`src/rtl/eclock_bus_sync.sv`:
```
// eclock_bus_sync: runs one 6800-style VPA/VMA peripheral cycle against the
// free-running E clock on behalf of the bus master. E is synchronized, its
// phase tracked from the last falling edge, and a watchdog flags a dead E.
module eclock_bus_sync #(
  parameter int SYNC_STAGES    = 2,
  parameter int VMA_LAST_PHASE = 3,
  parameter int E_TIMEOUT      = 32
) (
  input  logic       CLOCK_IN,
  input  logic       RESET_N,
  input  logic       ECLOCK_IN,
  input  logic       REQ_IN,
  output logic       VMA_N_OUT,
  output logic       LATCH_OUT,
  output logic       ACK_OUT,
  output logic       ERR_OUT,
  output logic       BUSY_OUT,
  output logic [3:0] E_PHASE_OUT
);

  localparam int              WD_W     = $clog2(E_TIMEOUT + 1);
  localparam logic [WD_W-1:0] WD_MAX   = WD_W'(E_TIMEOUT);
  localparam logic [3:0]      PH_MAX   = 4'hF;
  localparam logic [3:0]      VMA_LAST = 4'(VMA_LAST_PHASE);

  typedef enum logic [2:0] {
    S_IDLE,
    S_WAIT_SYNC,
    S_WAIT_RISE,
    S_E_HIGH,
    S_DONE,
    S_ERR
  } state_t;

  logic [SYNC_STAGES-1:0] sync_q, sync_d;
  logic                   e_prev_q, e_prev_d;
  logic [3:0]             phase_q, phase_d;
  logic [WD_W-1:0]        wd_q, wd_d;
  state_t                 state_q, state_d;
  logic                   vma_n_q, vma_n_d;
  logic                   latch_q, latch_d;
  logic                   ack_q, ack_d;
  logic                   err_q, err_d;
  logic                   busy_q, busy_d;

  logic e_s;
  logic rise;
  logic fall;
  logic dead;

  // Edge detection on the synchronized E and dead-clock flag from the watchdog
  always_comb begin
    e_s  = sync_q[SYNC_STAGES-1];
    rise = ~e_prev_q & e_s;
    fall = e_prev_q & ~e_s;
    dead = (wd_q == WD_MAX);
  end

  // Next-state for synchronizer, phase counter and watchdog
  always_comb begin
    sync_d   = {sync_q[SYNC_STAGES-2:0], ECLOCK_IN};
    e_prev_d = e_s;
    phase_d  = phase_q;
    wd_d     = wd_q;
    if (fall) begin
      phase_d = '0;
    end else if (phase_q != PH_MAX) begin
      phase_d = phase_q + 4'd1;
    end
    if (rise || fall) begin
      wd_d = '0;
    end else if (wd_q != WD_MAX) begin
      wd_d = wd_q + WD_W'(1);
    end
  end

  // Cycle FSM next-state; a dropped request aborts before any dead-E error
  always_comb begin
    state_d = state_q;
    case (state_q)
      S_IDLE: begin
        if (REQ_IN) state_d = dead ? S_ERR : S_WAIT_SYNC;
      end
      S_WAIT_SYNC: begin
        if (!REQ_IN)                                         state_d = S_IDLE;
        else if (dead)                                       state_d = S_ERR;
        else if (!e_s && (phase_q <= VMA_LAST) && !fall)     state_d = S_WAIT_RISE;
      end
      S_WAIT_RISE: begin
        if (!REQ_IN)   state_d = S_IDLE;
        else if (dead) state_d = S_ERR;
        else if (rise) state_d = S_E_HIGH;
      end
      S_E_HIGH: begin
        if (!REQ_IN)   state_d = S_IDLE;
        else if (dead) state_d = S_ERR;
        else if (fall) state_d = S_DONE;
      end
      S_DONE, S_ERR: begin
        if (!REQ_IN) state_d = S_IDLE;
      end
      default: state_d = S_IDLE;
    endcase
  end

  // Registered outputs decoded from the transition being taken; strobes fire on entry only
  always_comb begin
    vma_n_d = !((state_d == S_WAIT_RISE) || (state_d == S_E_HIGH));
    ack_d   = (state_q == S_E_HIGH) && (state_d == S_DONE);
    latch_d = ack_d;
    err_d   = (state_q != S_ERR) && (state_d == S_ERR);
    busy_d  = (state_d != S_IDLE);
  end

  // State and output registers; reset starts with E declared dead
  always_ff @(posedge CLOCK_IN or negedge RESET_N) begin
    if (!RESET_N) begin
      sync_q   <= '0;
      e_prev_q <= 1'b0;
      phase_q  <= PH_MAX;
      wd_q     <= WD_MAX;
      state_q  <= S_IDLE;
      vma_n_q  <= 1'b1;
      latch_q  <= 1'b0;
      ack_q    <= 1'b0;
      err_q    <= 1'b0;
      busy_q   <= 1'b0;
    end else begin
      sync_q   <= sync_d;
      e_prev_q <= e_prev_d;
      phase_q  <= phase_d;
      wd_q     <= wd_d;
      state_q  <= state_d;
      vma_n_q  <= vma_n_d;
      latch_q  <= latch_d;
      ack_q    <= ack_d;
      err_q    <= err_d;
      busy_q   <= busy_d;
    end
  end

  assign VMA_N_OUT   = vma_n_q;
  assign LATCH_OUT   = latch_q;
  assign ACK_OUT     = ack_q;
  assign ERR_OUT     = err_q;
  assign BUSY_OUT    = busy_q;
  assign E_PHASE_OUT = phase_q;

endmodule

```
`config.mk`:
```
export PLATFORM = sky130hd
export DESIGN_NAME = eclock_bus_sync
export DESIGN_NICKNAME = d
export VERILOG_FILES = /design/src/rtl/eclock_bus_sync.sv
export SDC_FILE = /design/constraint.sdc
export NUM_CORES = 1
export LEC_CHECK = 0
export ABC_AREA = 1
export ABC_CLOCK_PERIOD_IN_PS = 2200
export BUFFER_PORTS_ARGS = -buffer_cell sky130_fd_sc_hd__buf_2
export CELL_PAD_IN_SITES_DETAIL_PLACEMENT = 1
export CELL_PAD_IN_SITES_GLOBAL_PLACEMENT = 1
export CORE_UTILIZATION = 45
export DETAILED_ROUTE_END_ITERATION = 7
export PLACE_DENSITY = 0.87
export REMOVE_ABC_BUFFERS = 1
export SLEW_MARGIN = 15
export SYNTH_ARGS = -nofsm -noshare
export SYNTH_HDL_FRONTEND = slang
export SYNTH_SLANG_ARGS = --single-unit
```
`constraint.sdc`:
```
create_clock -name CLOCK_IN -period 2.2 [get_ports CLOCK_IN]
set_input_delay 0 -clock CLOCK_IN [delete_from_list [all_inputs] [get_ports CLOCK_IN]]
set_output_delay 0 -clock CLOCK_IN [all_outputs]
set_load 0.01 [all_outputs]
```
==> impl_results.md <==
* Status: completed
* Final Max Tran Viols at 0
* Final setup skew at 3.40 ps
* Drt wl/cell at 14.6 um
* Largest net degree at the start of global routing at 21
* Total CTS buffers at 3
* Final instance area at 1170 um^2
* Worst Hold Class: in2async
* Diode count at 0
* First-pass GRT wire length at 3.97 mm
* Syn Inst Count at 110
* Sequential fraction of the synthesis area at 0.509
* Mean area per synthesized cell at 9.07 um^2
* Die area at 2410 um^2
* Max FO, Critical Path at 6
* Max IR drop VDD at 0.581 mV
* Die width at 49.1 um
* Final min period at 1590 ps
* Crit end category: flip-flop
* Least-Margin Pin Slew at 435 ps
* Initial antenna violation count at 0
* Final setup viols at 0
* Clock-pin slew on the worst setup and hold paths at 120 ps
* Core area at 2020 um^2
* Final Cycle Share at 0.722
* Slew headroom at 0.710
* Final Hold Violating Endpoints at 0
* Via count at 823
* WS Path Type: reg2reg
* Power Dens Cells at 855 nW/um^2
* Leak at 0.000617 uW
* GRT met2 Usage at 0.390
* Most frequent cells in the layout: nand2_1 (16), inv_1 (15), dfrtp_1 (14)
* Startpoint Class: flip-flop
* Yosys reg bits at 20
* Largest cells by area after synthesis: dfrtp_1 (35%), dfstp_2 (16%), nand3_1 (6.5%), ha_1 (6.3%), nand2_1 (6.0%)
* Root buffer cell: clkbuf_4
* Drt total wl at 2.27 mm
* Layout filler cell count at 252
* Setup_tns at 0 ps
* GRT Max-Usage Layer: met2
* Post-synth top area cell: dfrtp_1
* Commonest non-fill, non-tap cell in the layout: nand2_1
* Vias in the first global route at 839
* Placed instance area at 1080 um^2
* Die H at 49.1 um
* Final Net Count at 138
* # DRC at 0
* Yosys top cell area share at 0.351
* Share of post-route cells with drive strength above 1 at 0.266
* Initial DRC count at 9
* CTS tree: done
* Gr usage total at 0.222
* Met1 usage at 0.272
* Worst Hold Slack at 142 ps
* Initial core utilization at 0.493
* Post-synth cell types at 23
* H-tree lvl count at 1
* Ys Warns at 0
* Worst-skew pair later-pin latency at 310 ps
* Post-route ant nets at 0
* Vias per std cell at 5.31
* Max cap viols at 0
* First-pass DRT Iterations at 4
* Synth-to-layout area growth at 16.9%
* GR Layer Usage met3 at 0.0374
* Post-layout util at 0.577
* Routability congestion estimate at 0.830
* Required time worst endpoint at 2450 ps
* CTS max path bufs at 2
* DP Wirelength at 1.57 mm
* Max frequency at 0.630 GHz
* Sinks on Clock Net at 20
* Std cell rows at 16
* RSZ-0062 raised after global routing: no
* Port Buf Inserts at 12
* Remaining global-route overflow at 0
* I/O pin cnt at 13
* Mapped cell area at 997 um^2
* Worst Path Arrival at 1840 ps
-- state kept, by name, summed over array words and instances, names as in the netlist --
signal and flops:
ERR_OUT 1, e_prev_q 1, wd_q 6, VMA_N_OUT 1, E_PHASE_OUT 4, BUSY_OUT 1, ACK_OUT 1, state_q 3
sync_q 2
-- cell type report --
| type | instances | area [um^2] | area share |
|---|---|---|---|
| Sequential cell | 20 | 508 | 0.436 |
| Multi-Input combinational cell | 70 | 410 | 0.352 |
| Timing Repair Buffer | 15 | 90.1 | 0.0773 |
| Inverter | 19 | 71.3 | 0.0612 |
| Tap cell | 27 | 33.8 | 0.0290 |
| Clock inverter | 1 | 30.0 | 0.0258 |
| Clock buffer | 3 | 22.5 | 0.0193 |
-- critical path, stage by stage, from the launching register on --
cell and delay, ps:
dfrtp_1 420, inv_1 70, ha_1 280, nor2_1 120, nand2_1 90, nand2_1 80, nand3_1 70, nand2_1 80
nand2_1 80, nand2_1 100, nand2_1 70, nor2_2 70
-- metrics by stage --
stage / setup slack (ps) / cells / total power (uW)
6_report: 612 / 155 / 997
5_1_grt: 457 / 155 / 1060
4_1_cts: 626 / 155 / 1010
3_5_place_dp: 696 / 148 / 691
3_3_place_gp: 777 / 148 / 676
2_1_floorplan: 939 / 109 / 610
-- Yosys cell counts (all sizes together) --
| library cell | number |
|---|---|
| a211oi | 1 |
| a21boi | 1 |
| a21oi | 4 |
| and3 | 2 |
| buf | 1 |
| dfrtp | 14 |
| dfstp | 6 |
| ha | 5 |
| inv | 19 |
| nand2 | 17 |
| nand3 | 16 |
| nand4 | 1 |
| nor2 | 12 |
| nor3 | 3 |
| o21ai | 5 |
| xor2 | 3 |
-- path summary, 6_finish.rpt --
kind	startpoint	end	slack [ps]	cells after the start
worst max-delay path	sync_q[1]	ACK_OUT	610	11
worst min-delay path	RESET_N	BUSY_OUT	140	2
worst max register to register	sync_q[1]	ACK_OUT	610	11
worst min register to register	sync_q[0]	sync_q[1]	360	0
max in group asynchronous	RESET_N	E_PHASE_OUT[0]	1720	2
min in group CLOCK_IN	ECLOCK_IN	sync_q[0]	330	2
-- cell families after synthesis --
group,synth area share
fa+ha+maj,0.0627
xor+xnor,0.0264
compound gates,0.0640
buf+inv,0.0790
flops,0.509
simple gates,0.258
-- layer usage --
layer	vias to the layer above	routed length [um]
met4	0	13
met1	411	938
li1	386	-
met5	-	0
met2	24	1240
met3	2	79
-- where the power goes --
part           total [uW]  switching [uW]  leakage [uW]  internal [uW]
logic                 205             124      0.000344           80.9
registers             485            49.6      0.000245            435
clock network         307             123     0.0000279            184
-- timing repair --
item,4_1_cts,5_1_grt
hold buffers,3,0
gates resized for setup,0,0
setup buffers,0,0
setup endpoints to repair,0,0
endpoints found under the hold margin,22,0
Note: power is estimated with default switching activity, not from simulation.
